### config.mk
export PLATFORM = sky130hd
export DESIGN_NAME = mc_controller_v2
export DESIGN_NICKNAME = d
export VERILOG_FILES = /design/src/rtl/mc_controller_v2.sv
export SDC_FILE = /design/constraint.sdc
export NUM_CORES = 1
export LEC_CHECK = 0
export ABC_CLOCK_PERIOD_IN_PS = 2200
export CAP_MARGIN = 20
export CORE_UTILIZATION = 43
export DETAILED_ROUTE_END_ITERATION = 6
export MAX_ROUTING_LAYER = met4
export PLACE_DENSITY_LB_ADDON = 0.05
export SYNTH_ARGS = -nofsm -noshare
export SYNTH_HDL_FRONTEND = slang
export SYNTH_SLANG_ARGS = --single-unit
### constraint.sdc
create_clock -name CLK -period 2.2 [get_ports CLK]
set_input_delay 0.22 -clock CLK [delete_from_list [all_inputs] [get_ports CLK]]
set_output_delay 0.22 -clock CLK [all_outputs]
set_load 0.1 [all_outputs]
### src/rtl/mc_controller_v2.sv
// Multi-cycle CPU controller: sequences fetch/decode/execute phases and drives
// the datapath strobes and mux selects combinationally from the current state.
module mc_controller_v2 #(
  parameter int OPW         = 5,
  parameter int ALUW        = 3,
  parameter bit MEM_WAIT_EN = 1'b1
) (
  input  logic            CLK,
  input  logic            RESET,
  input  logic            RUN,
  input  logic [OPW-1:0]  OP,
  input  logic [3:0]      ALUFlags,
  input  logic            MemReady,
  output logic            PCWrite,
  output logic            LRWrite,
  output logic            IRWrite,
  output logic            RegWrite,
  output logic            MemWrite,
  output logic            MemRead,
  output logic            AdrSrc,
  output logic            RegSrc,
  output logic            ALUSH,
  output logic [1:0]      ALUSrcA,
  output logic [1:0]      ALUSrcB,
  output logic [1:0]      ResultSrc,
  output logic [ALUW-1:0] ALUCtrl,
  output logic [2:0]      ShFunc,
  output logic [3:0]      Flags,
  output logic [3:0]      State,
  output logic            Halted,
  output logic            Illegal
);

  typedef enum logic [3:0] {
    S_FETCH   = 4'd0,
    S_DECODE  = 4'd1,
    S_LDADR   = 4'd2,
    S_LDWB    = 4'd3,
    S_STR     = 4'd4,
    S_EXECR   = 4'd5,
    S_LDI     = 4'd6,
    S_SHIFT   = 4'd7,
    S_WB      = 4'd8,
    S_BR      = 4'd9,
    S_BL      = 4'd10,
    S_BLR     = 4'd11,
    S_ILLEGAL = 4'd14,
    S_HALT    = 4'd15
  } state_t;

  state_t     state_reg, state_next;
  logic [3:0] flags_reg;
  logic       mem_ok;
  logic       rsvd;
  logic       take;
  state_t     decode_target;

  assign mem_ok = MEM_WAIT_EN ? MemReady : 1'b1;

  generate
    if (OPW > 5) begin : g_rsvd
      assign rsvd = |OP[OPW-1:5];
    end else begin : g_no_rsvd
      assign rsvd = 1'b0;
    end
  endgenerate

  // Flags bit order is {N,Z,C,V}; branches test the registered copy only.
  always_comb begin
    take = 1'b0;
    case (OP[4:0])
      5'b10000, 5'b10001: take = 1'b1;
      5'b10100:           take = flags_reg[2];
      5'b10101:           take = ~flags_reg[2];
      5'b10110:           take = flags_reg[1];
      5'b10111:           take = ~flags_reg[1];
      5'b11011:           take = flags_reg[0];
      5'b11100:           take = flags_reg[3];
      5'b11101:           take = ~flags_reg[3];
      default:            take = 1'b0;
    endcase
  end

  always_comb begin
    decode_target = S_ILLEGAL;
    if (!rsvd) begin
      case (OP[4:0])
        5'b11000:                                      decode_target = S_LDADR;
        5'b11010:                                      decode_target = S_STR;
        5'b00000, 5'b00001, 5'b00100, 5'b00101,
        5'b00110, 5'b00111:                            decode_target = S_EXECR;
        5'b11001:                                      decode_target = S_LDI;
        5'b01000, 5'b01001, 5'b01010, 5'b01011,
        5'b01100:                                      decode_target = S_SHIFT;
        5'b10000, 5'b10100, 5'b10101, 5'b10110,
        5'b10111, 5'b11011, 5'b11100, 5'b11101:        decode_target = S_BR;
        5'b10001, 5'b10010:                            decode_target = S_BL;
        5'b11111:                                      decode_target = S_HALT;
        default:                                       decode_target = S_ILLEGAL;
      endcase
    end
  end

  always_ff @(posedge CLK or negedge RESET) begin
    if (!RESET) begin
      state_reg <= S_FETCH;
      flags_reg <= 4'b0000;
    end else begin
      state_reg <= state_next;
      if (state_reg == S_EXECR) flags_reg <= ALUFlags;
    end
  end

  always_comb begin
    state_next = state_reg;
    case (state_reg)
      S_FETCH:   if (RUN && mem_ok) state_next = S_DECODE;
      S_DECODE:  state_next = decode_target;
      S_LDADR:   if (mem_ok) state_next = S_LDWB;
      S_LDWB:    state_next = S_FETCH;
      S_STR:     if (mem_ok) state_next = S_FETCH;
      S_EXECR:   state_next = S_WB;
      S_LDI:     state_next = S_WB;
      S_SHIFT:   state_next = S_WB;
      S_WB:      state_next = S_FETCH;
      S_BR:      state_next = S_FETCH;
      S_BL:      state_next = OP[1] ? S_BLR : S_BR;
      S_BLR:     state_next = S_FETCH;
      S_ILLEGAL: state_next = S_ILLEGAL;
      S_HALT:    state_next = S_HALT;
      default:   state_next = S_ILLEGAL;
    endcase
  end

  always_comb begin
    PCWrite   = 1'b0;
    LRWrite   = 1'b0;
    IRWrite   = 1'b0;
    RegWrite  = 1'b0;
    MemWrite  = 1'b0;
    MemRead   = 1'b0;
    AdrSrc    = 1'b0;
    RegSrc    = 1'b0;
    ALUSH     = 1'b0;
    ALUSrcA   = 2'b00;
    ALUSrcB   = 2'b00;
    ResultSrc = 2'b00;
    ALUCtrl   = '0;
    case (state_reg)
      S_FETCH: begin
        MemRead   = RUN;
        IRWrite   = RUN & mem_ok;
        PCWrite   = RUN & mem_ok;
        ALUSrcA   = 2'b10;
        ALUSrcB   = 2'b10;
        ResultSrc = 2'b10;
        RegSrc    = 1'b1;
      end
      S_DECODE: begin
        ALUSrcA = 2'b10;
        ALUSrcB = 2'b10;
      end
      S_LDADR: begin
        AdrSrc    = 1'b1;
        MemRead   = 1'b1;
        ALUSrcA   = 2'b11;
        ResultSrc = 2'b01;
      end
      S_LDWB: begin
        RegWrite  = 1'b1;
        AdrSrc    = 1'b1;
        RegSrc    = 1'b1;
        ResultSrc = 2'b01;
      end
      S_STR: begin
        AdrSrc   = 1'b1;
        ALUSrcB  = 2'b01;
        MemWrite = mem_ok;
      end
      S_EXECR: begin
        ALUCtrl = OP[ALUW-1:0];
        ALUSrcB = 2'b01;
      end
      S_LDI: begin
        ALUSrcA   = 2'b10;
        ResultSrc = 2'b11;
      end
      S_SHIFT: begin
        ALUSH     = 1'b1;
        ResultSrc = 2'b01;
      end
      S_WB: begin
        RegWrite = 1'b1;
        RegSrc   = 1'b1;
      end
      S_BR: begin
        ResultSrc = 2'b01;
        PCWrite   = take;
      end
      S_BL: begin
        LRWrite = 1'b1;
        ALUSrcA = 2'b10;
      end
      S_BLR: begin
        PCWrite   = 1'b1;
        ResultSrc = 2'b11;
      end
      default: ;
    endcase
  end

  assign ShFunc  = OP[2:0];
  assign Flags   = flags_reg;
  assign State   = state_reg;
  assign Halted  = (state_reg == S_HALT) || (state_reg == S_ILLEGAL);
  assign Illegal = (state_reg == S_ILLEGAL);

endmodule

==> reports/metrics.cfg, run 1 <==
[route]
detail_route.wirelength_mm = 3.756
final_antenna_net_count = 0
drt_iter0_markers = 47
routed-via-count = 1184
routed_via_density = 6.366
remaining_drc_errors = 0
drt_first_pass_iters = 4
wl_per_cell_um = 20.19

[worst_setup_path]
cp_data_arrival_time_ns = 1.97
destination_of_the_worst_register_to_register_timing_path = Flags[0]
startpoint_type = input pin
crit_chain = clkdlybuf4s50_1, inv_1, ha_2, nor2_1, nor2_1, a311oi_2, o22ai_4, buf_12
cp_top_family = buffers and inverters
critPathMaxStageDelay_ns = 0.49
cell_mode_on_critical_path = sky130_fd_sc_hd__nor2_1
worst_r2r_path_depth = 3
critPathCaptureType = primary output
regToRegStartpoint = State[3]
critical_path_buffer_and_inverter_count = 3
regToRegSetupSlack_ns = 0.32
critPathKind = input pin to primary output
path_max_fanout = 5
cp.required_ns = 1.98
worst_path_max_delay_cell = sky130_fd_sc_hd__clkdlybuf4s50_1

[clock_tree]
clockBufferDepth = 2
cts-htree-levels = 1
cts_tree = done
clock-root-buffer = sky130_fd_sc_hd__clkbuf_4
cts-buffers-inserted = 3
tritoncts_num_sinks = 8
path_clk_slew_ns = 0.07
postCtsSetupRepairBufs = 0
clock_latency_ns = 0.27

[layout]
final.fill_count = 60
n_diodes = 0
fin_util_pct = 91.88
mostFrequentLayoutCell = sky130_fd_sc_hd__buf_12
area_growth_pct = 100.8
post_route_cells_drive_above_1_share_pct = 47.80
design.final.nets = 179
mostFrequentLayoutCells = sky130_fd_sc_hd__buf_12, sky130_fd_sc_hd__buf_4, sky130_fd_sc_hd__clkdlybuf4s50_1

[synthesis]
synthMuxAreaShare_pct = 11.97
synth_simple_gate_area_share_pct = 25.49
synth-compound-area-share_pct = 21.97
post-synth-top-area-fraction_pct = 22.54
netlist_top_cells_area = sky130_fd_sc_hd__dfrtp_1, sky130_fd_sc_hd__ha_1, sky130_fd_sc_hd__nor2_1, sky130_fd_sc_hd__mux2_2, sky130_fd_sc_hd__mux2i_1
synth_enable_flop_cells = 0
synth-adder-area-share_pct = 8.451
number_of_instances_in_the_synthesized_netlist = 114
mapped_nets = 133
prevailing_post_synth_register_cell = sky130_fd_sc_hd__dfrtp_1
asyncSetResetFlopFracSynth_pct = 100.0
largest_area_contributor_in_the_netlist = sky130_fd_sc_hd__dfrtp_1
post_synth_xor_area_fraction_pct = 0.9859
main_combinational_cell_family_by_area_after_synthesis = simple AND/OR/NAND/NOR gates
postSynthRegisterBits = 8
mappedNetlistArea_sq_um = 888.4
synthesis.area_per_instance_sq_um = 7.793
sequential_fraction_of_the_synthesis_area_pct = 22.54
synthesis.yosys.warnings = 0
synth.lib_cells_used.distinct = 39

[timing]
report.final.slew_viol_count = 0
worst_pin_slew_ns = 0.4305
finClkSkew_ns = 0.01321
slew_headroom_pct = 70.56
achievable-frequency_mhz = 457.6
final.min_clock_period_ns = 2.185
finalSetupViolCount = 0
timing_hold_violations_final = 0
period_share_pct = 99.33

[place]
gp_congestion = 0.8577
numPortBuffers = 43
detailedPlacementHpwl_mm = 2.475

[floorplan]
design.die.area_sq_mm = 0.002252
die_outline_height_um = 47.45
die_boundary_width_um = 47.45
placementRows = 16
core_area_sq_mm = 0.001942
io_pins = 44
floorplan.initialDensity_pct = 45.75

[global_route]
grt_antenna_before_repair = 0
grt_overflow = 0
global_route.usage.total_pct = 37.37
number_of_global_route_vias_before_repair = 1144
grt_max_degree = 20
grt_pass1_wl_mm = 5.520

[flow_run]
timing.max_cap.violations = 0

[min_path]
worstHoldPathType = input pin to async pin

[status]
outcome = completed

[cells by family after synthesis]
group,after synthesis
AO/OA/AOI/OAI,26
XOR/XNOR,1
adder cells (fa/ha/maj),6
buffers and inverters,16
flip-flops,8
multiplexers,10
AND/OR/NAND/NOR,47
[cell type report]
cell class | instances | area (sq um) | share of cell area [%]
inverter | 7 | 26.28 | 1.473
sequential | 8 | 215.2 | 12.06
timing repair buffer | 50 | 693.2 | 38.85
multi-input combinational | 90 | 789.5 | 44.25
tap | 27 | 33.78 | 1.893
clock buffer | 4 | 26.28 | 1.473
[worst max path at each step]
stage / from / to / slack [ns] / cells after the start
finish: OP[0] / PCWrite / 0.01 / 8
global route: OP[0] / PCWrite / -0.03 / 8
CTS: OP[0] / PCWrite / 0.002 / 8
detailed placement: OP[0] / PCWrite / -0.02 / 8
global placement: OP[0] / PCWrite / 0.13 / 8
floorplan: State[3] / ALUSrcA[1] / -0.09 / 3
[worst register-to-register path: stages (launching register included)]
cell and delay [ns]:
sky130_fd_sc_hd__dfrtp_4 0.59, sky130_fd_sc_hd__nand2b_2 0.36, sky130_fd_sc_hd__nor2_1 0.39, sky130_fd_sc_hd__mux2_2 0.40
[per-layer routing]
| metal | part of all wire (%) | track usage (%) | vias to the layer above | wire, um |
|---|---|---|---|---|
| li1 | - | - | 509 | - |
| met1 | 36 | 43.19 | 563 | 1358 |
| met2 | 52 | 62.19 | 91 | 1943 |
| met3 | 7.4 | 7.547 | 21 | 277 |
| met4 | 4.7 | 16.57 | 0 | 176 |
| met5 | 0 | - | - | 0 |
[through the flow]
stage	setup WS (ns)	instance area (sq um)	cells	hold slack, ns	setup TNS (ns)
2_1_floorplan	-0.08522	1065	114	-0.07559	-0.09786
3_3_place_gp	0.1257	1732	182	0.4982	0
3_5_place_dp	-0.01548	1732	182	0.5208	-0.01548
4_1_cts	0.002436	1758	186	0.2367	0
5_1_grt	-0.03182	1784	186	0.2499	-0.03182
6_report	0.01480	1784	186	0.2297	0
[cell usage after synthesis, types with 2 or more instances]
master and number:
sky130_fd_sc_hd__nor2_1 17, sky130_fd_sc_hd__dfrtp_1 8, sky130_fd_sc_hd__nand2_1 8, sky130_fd_sc_hd__ha_1 6, sky130_fd_sc_hd__inv_1 6, sky130_fd_sc_hd__mux2_2 5, sky130_fd_sc_hd__mux2i_1 5, sky130_fd_sc_hd__nor3_1 5
sky130_fd_sc_hd__a21oi_1 4, sky130_fd_sc_hd__buf_4 4, sky130_fd_sc_hd__clkbuf_1 4, sky130_fd_sc_hd__nand2b_1 4, sky130_fd_sc_hd__o22ai_1 4, sky130_fd_sc_hd__nor2b_1 3, sky130_fd_sc_hd__and3_1 2, sky130_fd_sc_hd__nand3_1 2
sky130_fd_sc_hd__nand4_1 2, sky130_fd_sc_hd__o21ai_0 2, sky130_fd_sc_hd__o311ai_0 2, sky130_fd_sc_hd__o31ai_1 2
[registers in the layout, summed over array words and instances (netlist names)]
| name | count |
|---|---|
| State | 4 |
| Flags | 4 |
[repair_timing]
action / 4_1_cts / 5_1_grt
hold buffers: 0 / 0
gates resized for setup: 0 / 5
setup endpoints to repair: 0 / 1
Power of run 1 is left out: the tool's default activity adds up to more than one toggle a clock period on the data nets, which glitch-free logic cannot reach.
==> inputs of run 2 (changes only) <==
--- a/config.mk
+++ b/config.mk
@@ -7,7 +7,9 @@
 export LEC_CHECK = 0
 export ABC_CLOCK_PERIOD_IN_PS = 2200
 export CAP_MARGIN = 20
-export CORE_UTILIZATION = 43
+export CORE_MARGIN = 2
+export CORE_UTILIZATION = 45
+export CTS_BUF_LIST = sky130_fd_sc_hd__clkbuf_4
 export DETAILED_ROUTE_END_ITERATION = 6
 export MAX_ROUTING_LAYER = met4
 export PLACE_DENSITY_LB_ADDON = 0.05
==> reports/metrics.cfg, run 2 <==
[synthesis]
asyncSetResetFlopFracSynth_pct = 100.0  ; unchanged
synth_simple_gate_area_share_pct = 25.49  ; unchanged
postSynthRegisterBits = 8  ; unchanged
synth-adder-area-share_pct = 8.451  ; unchanged
netlist_top_cells_area = sky130_fd_sc_hd__dfrtp_1, sky130_fd_sc_hd__ha_1, sky130_fd_sc_hd__nor2_1, sky130_fd_sc_hd__mux2_2, sky130_fd_sc_hd__mux2i_1  ; unchanged
post_synth_xor_area_fraction_pct = 0.9859  ; unchanged
number_of_instances_in_the_synthesized_netlist = 114  ; unchanged
main_combinational_cell_family_by_area_after_synthesis = simple AND/OR/NAND/NOR gates  ; unchanged
prevailing_post_synth_register_cell = sky130_fd_sc_hd__dfrtp_1  ; unchanged
synthMuxAreaShare_pct = 11.97  ; unchanged
synth_most_common_cell = sky130_fd_sc_hd__nor2_1  ; unchanged
synth_enable_flop_cells = 0  ; unchanged
mapped_nets = 133  ; unchanged
synth.top_cells.by_count = sky130_fd_sc_hd__nor2_1, sky130_fd_sc_hd__dfrtp_1, sky130_fd_sc_hd__nand2_1, sky130_fd_sc_hd__ha_1, sky130_fd_sc_hd__inv_1  ; unchanged
synth.lib_cells_used.distinct = 39  ; unchanged
post-synth-top-area-fraction_pct = 22.54  ; unchanged
synthesis.yosys.warnings = 0  ; unchanged
largest_area_contributor_in_the_netlist = sky130_fd_sc_hd__dfrtp_1  ; unchanged
synthesis.area_per_instance_sq_um = 7.793  ; unchanged
mappedNetlistArea_sq_um = 888.4  ; unchanged
synth-compound-area-share_pct = 21.97  ; unchanged
sequential_fraction_of_the_synthesis_area_pct = 22.54  ; unchanged

[place]
detailedPlacementHpwl_mm = 2.873  ; was 2.475 mm
gp_congestion = 0.9117  ; was 0.8577
pre_cts_ws_ns = -0.09999  ; was -0.01548 ns
numPortBuffers = 43  ; unchanged
dpl-instance-area_sq_mm = 0.001724  ; was 0.001732 sq mm

[clock_tree]
cts-htree-levels = 1  ; unchanged
cts_hold_buffers = 0  ; unchanged
clock-root-buffer = sky130_fd_sc_hd__clkbuf_4  ; unchanged
clockBufferDepth = 2  ; unchanged
cts-buffers-inserted = 3  ; unchanged
tritoncts_num_sinks = 8  ; unchanged
postCtsSetupRepairBufs = 0  ; unchanged

[floorplan]
die_boundary_width_um = 48.43  ; was 47.45 um
placementRows = 16  ; unchanged
die_outline_height_um = 48.43  ; was 47.45 um
io_pins = 44  ; unchanged
floorplan.initialDensity_pct = 46.71  ; was 45.75%

[global_route]
grt_max_degree = 20
grt_antenna_before_repair = 0

[status]
firstError = [ERROR DPL-0033] detailed placement checks failed during check placement.
stage_where_the_flow_stopped = global routing (5_1_grt)
outcome = did not finish  ; was completed

[timing]
worstEpCategory = output port
grt_repair_worst_endpoint = PCWrite

==> run 2: stage by stage <==
step	instances	TNS, ns
4_1_cts	185	0
3_5_place_dp	181	-0.1033
3_3_place_gp	181	0
2_1_floorplan	114	-0.09786
==> run 2: cell families after synthesis <==
| kind of cell | Yosys count |
|---|---|
| AO/OA/AOI/OAI | 26 |
| AND/OR/NAND/NOR | 47 |
| buffers and inverters | 16 |
| multiplexers | 10 |
| XOR/XNOR | 1 |
| adder cells (fa/ha/maj) | 6 |
| flip-flops | 8 |
==> run 2: timing repair <==
item,CTS
setup endpoints to repair,1
gates resized for setup,3
endpoints found under the hold margin,0
==> inputs of run 3 (changes only) <==
==> config.mk (replaced) <==
export PLATFORM = sky130hd
export DESIGN_NAME = mc_controller_v2
export DESIGN_NICKNAME = d
export VERILOG_FILES = /design/src/rtl/mc_controller_v2.sv
export SDC_FILE = /design/constraint.sdc
export NUM_CORES = 1
export LEC_CHECK = 0
export ABC_CLOCK_PERIOD_IN_PS = 2200
export CAP_MARGIN = 20
export CORE_AREA = 2 2 63 65
export DETAILED_ROUTE_END_ITERATION = 6
export DIE_AREA = 0 0 65 67
export PLACE_DENSITY_LB_ADDON = 0.15
export SYNTH_ARGS = -nofsm -noshare
export SYNTH_HDL_FRONTEND = slang
export SYNTH_SLANG_ARGS = --single-unit
==> reports/metrics.cfg, run 3 (same netlist as run 1, synthesis figures left out) <==
[timing]
finalSetupViolCount = 0
report.final.slew_viol_count = 0
period_share_pct = 94.36
setup_slack_ns = 0.1240
final.min_clock_period_ns = 2.076
slew_headroom_pct = 62.93
finClkSkew_ns = 0.0006868
setup_tns_ns = 0
grt_setup_unrepaired = false
worst_pin_slew_ns = 0.5421
timing_hold_violations_final = 0
achievable-frequency_mhz = 481.7

[layout]
post_route_cells_drive_above_1_share_pct = 48.10
design.final.nets = 179
n_diodes = 0
area_growth_pct = 103.8
finish.cell_count_without_fillers = 206
mostFrequentLayoutCell = sky130_fd_sc_hd__buf_12
mostFrequentLayoutCells = sky130_fd_sc_hd__buf_12, sky130_fd_sc_hd__buf_4, sky130_fd_sc_hd__clkdlybuf4s50_1

[global_route]
grt_overflow = 0
number_of_global_route_vias_before_repair = 1079
grt_antenna_before_repair = 0
global_route.usage.total_pct = 15.59
grt_pass1_wl_mm = 5.237
grt_max_degree = 20

[floorplan]
floorplan.initialDensity_pct = 24.64  ; was 46.71%
die_outline_height_um = 67  ; was 48.43 um
die_boundary_width_um = 65  ; was 48.43 um
core_area_sq_mm = 0.003606
io_pins = 44  ; unchanged
placementRows = 22  ; was 16
design.die.area_sq_mm = 0.004355

[place]
gp_congestion = 0.8839  ; was 0.9117
placed_cells = 203  ; was 181
detailedPlacementHpwl_mm = 2.467  ; was 2.873 mm
numPortBuffers = 43  ; unchanged
pre_cts_ws_ns = 0.03714  ; was -0.09999 ns

[clock_tree]
tritoncts_num_sinks = 8  ; unchanged
cts_tree = done
clock-root-buffer = sky130_fd_sc_hd__clkbuf_8  ; was sky130_fd_sc_hd__clkbuf_4
path_clk_slew_ns = 0.04
cts-htree-levels = 1  ; unchanged
postCtsSetupRepairBufs = 0  ; unchanged
clockBufferDepth = 2  ; unchanged
cts-buffers-inserted = 3  ; unchanged
clock_latency_ns = 0.23
cts_hold_buffers = 0  ; unchanged
postCtsResizedCells = 0  ; was 3

[worst_setup_path]
cell_mode_on_critical_path = sky130_fd_sc_hd__nand4_1
cp_top_family = buffers and inverters
cp_data_arrival_time_ns = 1.86
worst_path_max_delay_cell = sky130_fd_sc_hd__clkdlybuf4s50_1
critPathMaxStageDelay_ns = 0.48
critPathCaptureType = primary output
critPathKind = input pin to primary output
crit_chain = clkdlybuf4s50_1, buf_4, ha_2, mux2i_1, nand4_1, nand4_1, o22ai_4, buf_12
cp.required_ns = 1.98
path_max_fanout = 6
critical_path_buffer_and_inverter_count = 3
startpoint_type = input pin

[route]
final_antenna_net_count = 0
remaining_drc_errors = 0
routed_via_density = 5.165
drt_first_pass_iters = 4
detail_route.wirelength_mm = 3.138
routed-via-count = 1064
wl_per_cell_um = 15.23
drt_iter0_markers = 43

[min_path]
worstHoldPathType = input pin to async pin

[status]
outcome = completed  ; was did not finish

[flow_run]
timing.max_cap.violations = 0

==> run 3: per-layer routing <==
metal / GRT usage, % / vias to the layer above / part of all wire [%]
met1: 18.86 / 508 / 41
met5: 0 / - / 0
met3: 3.209 / 4 / 6.4
met2: 27.96 / 47 / 52
met4: 3.989 / 0 / 0.80
li1: - / 505 / -
==> run 3: worst paths after layout <==
| check | start | slack, ns | end | cells after the start |
|---|---|---|---|---|
| setup / recovery | OP[1] | 0.12 | PCWrite | 8 |
| setup reg to reg | State[3] | 0.37 | Flags[3] | 3 |
| hold reg to reg | Flags[0] | 0.56 | Flags[0] | 1 |
| hold / removal | RESET | 0.28 | Flags[2] | 1 |
| max in group asynchronous | RESET | 1.62 | State[1] | 1 |
| min in group CLK | Flags[0] | 0.56 | Flags[0] | 1 |
==> run 3: stage by stage <==
stage,hold WS (ns),area (sq um),utilization (%)
after floorplan,-0.07559,1065,-
after detailed placement,0.5292,1758,48.75
after CTS,0.2924,1799,49.90
after global placement,0.5090,1758,48.75
final,0.2763,1810,50.21
after global routing,0.3185,1810,50.21
==> run 3: layout make-up <==
cell class                 count  area (sq um)
clock buffer                   3         41.29
fill                         331          1795
multi-input combinational     90         774.5
tap                           48         60.06
timing repair buffer          50         693.2
sequential                     8         215.2
inverter                       7         26.28
Power of run 3 is left out for the same reason.
==> RTL edit, RTL diff (config.mk and constraints of run 3) <==
Reset style: synchronous (`RESET`), changed in one clocked block.
--- a/src/rtl/mc_controller_v2.sv
+++ b/src/rtl/mc_controller_v2.sv
@@ -103,3 +103,3 @@
 
-  always_ff @(posedge CLK or negedge RESET) begin
+  always_ff @(posedge CLK) begin
     if (!RESET) begin
Formal check against the unedited RTL: differs if RESET is asserted again (counterexample within 4 cycles, from zero or initial values and one cycle with RESET low); with RESET held inactive, the same outputs for 10 cycles.
==> RTL edit against run 3 <==
Core utilization is 1.7 points higher; synthesized area is 3.8% higher; largest cell class unchanged; sequential cell count stayed put; worst hold slack better by 0.29 ns; setup slack worse by 0.034 ns; critical path type unchanged; global-route usage is 0.094 points lower; routed wire length is 2.5% higher; register-to-register slack better by 0.16 ns; design area is 3.3% higher.
==> RTL edit: results (changes against run 3) <==
logic_synthesis:
  synthTopCellsByCount: "21 x nor2_1, 10 x nand2_1, 8 x dfxtp_1, 8 x mux2i_1"  # was 17 x nor2_1, 8 x dfrtp_1, 8 x nand2_1
  syn_avg_cell_area_um2: 7.04  # was 7.79 um^2
  ys_top_cells_by_area: "dfxtp_1 17%, mux2i_1 8.7%, nor2_1 8.5%, ha_1 8.1%, nand2b_1 4.7%"  # was dfrtp_1 23%, ha_1 8.5%, nor2_1 7.2%, mux2_2 6.3%, mux2i_1 5.6%
  synth_seq_area_share_pct: 17.4  # was 22.5%
  syn_nets: 150  # was 133
  yosys_most_used_dff: "dfxtp_1"  # was dfrtp_1
  async_reset_ff_share_pct: 0  # was 100%
run_status:
  status: "finished, final reports clean"  # unchanged
cells_and_area:
  layout.nets: 205  # was 179
  multi_input_cells: 103  # was 90
  multi_input_area_share_pct: 42.5  # was 42.8%
  fin_cells: 233  # was 206
  drive_above_1_share_pct: 44.3  # was 48.1%
  clk_share_pct: 2.41  # was 2.28%
  final_cell_area_um2: 1870  # was 1810 um^2
  buffers_excl_clock: 61  # was 50
  seq_share_pct: 9.10  # was 11.9%
  n_clock_buffer: 4  # was 3
  inverters: 9  # was 7
placed_design:
  place_area_um2: 1820  # was 1760 um^2
  pre_cts_ws_ns: -0.169  # was 0.0371 ns
  routabilityCongestion: 0.783  # was 0.884
  dp.cells: 229  # was 203
  port_buffers: 43  # unchanged
  place.detailed.hpwl_um: 2660  # was 2470 um
worst_hold_path:
  hp-class: "reg2reg"  # was in2async
global_route:
  track_usage_pct: 15.5  # was 15.6%
  grt_max_degree: 19  # was 20
timing:
  slew_headroom_pct: 54.4  # was 62.9%
  clock_skew_ns: 0.00369  # was 0.000687 ns
## RTL edit: changes by cell type in the layout (fill, tap and decap cells not counted), sizes merged, moves of 4 or more
cell / change
clkdlybuf4s50: -4
o21ai: +5
dfxtp: +8
nor2: +6
dfrtp: -8
buf: +11
mux2: -5
## RTL edit: worst reg2reg max path: cells and delay by family, from the launching register on
| family | cells | cell delay, ns |
|---|---|---|
| multiplexers | 1 | 0.22 |
| AND/OR/NAND/NOR | 3 | 0.82 |
| flip-flops | 1 | 0.51 |
## RTL edit: path summary, 6_finish.rpt
check | from | endpoint | slack (ns) | depth (start not counted)
setup / recovery | MemReady | PCWrite | 0.09 | 7
setup reg to reg | State[2]$_SDFFE_PN0P_ | Flags[2]$_SDFFE_PN0N_ | 0.53 | 4
hold reg to reg | Flags[0]$_SDFFE_PN0N_ | Flags[0]$_SDFFE_PN0N_ | 0.57 | 2
hold / removal | Flags[0]$_SDFFE_PN0N_ | Flags[0]$_SDFFE_PN0N_ | 0.57 | 2
## RTL edit: layer usage
| metal | up-vias | GRT usage (%) | part of all wire (%) |
|---|---|---|---|
| met5 | - | 0 | 0 |
| met1 | 520 | 16.5 | 41 |
| met4 | 0 | 1.60 | 0 |
| met3 | 0 | 2.87 | 4.7 |
| met2 | 38 | 32.0 | 54 |
| li1 | 564 | - | - |
## RTL edit: repair_timing
action,4_1_cts,5_1_grt
setup endpoints to repair,1,1
endpoints found under the hold margin,0,0
pin swaps,1,0
buffers inserted,0,0
gates resized for setup,3,3
## RTL edit: cell families after synthesis
kind of cell    after synthesis  share of synthesized area, %
simple gates                 58                          31.8
buf+inv                      20                          10.9
fa+ha+maj                     6                          8.14
flops                         8                          17.4
compound gates               31                          23.2
mux                           8                          8.68
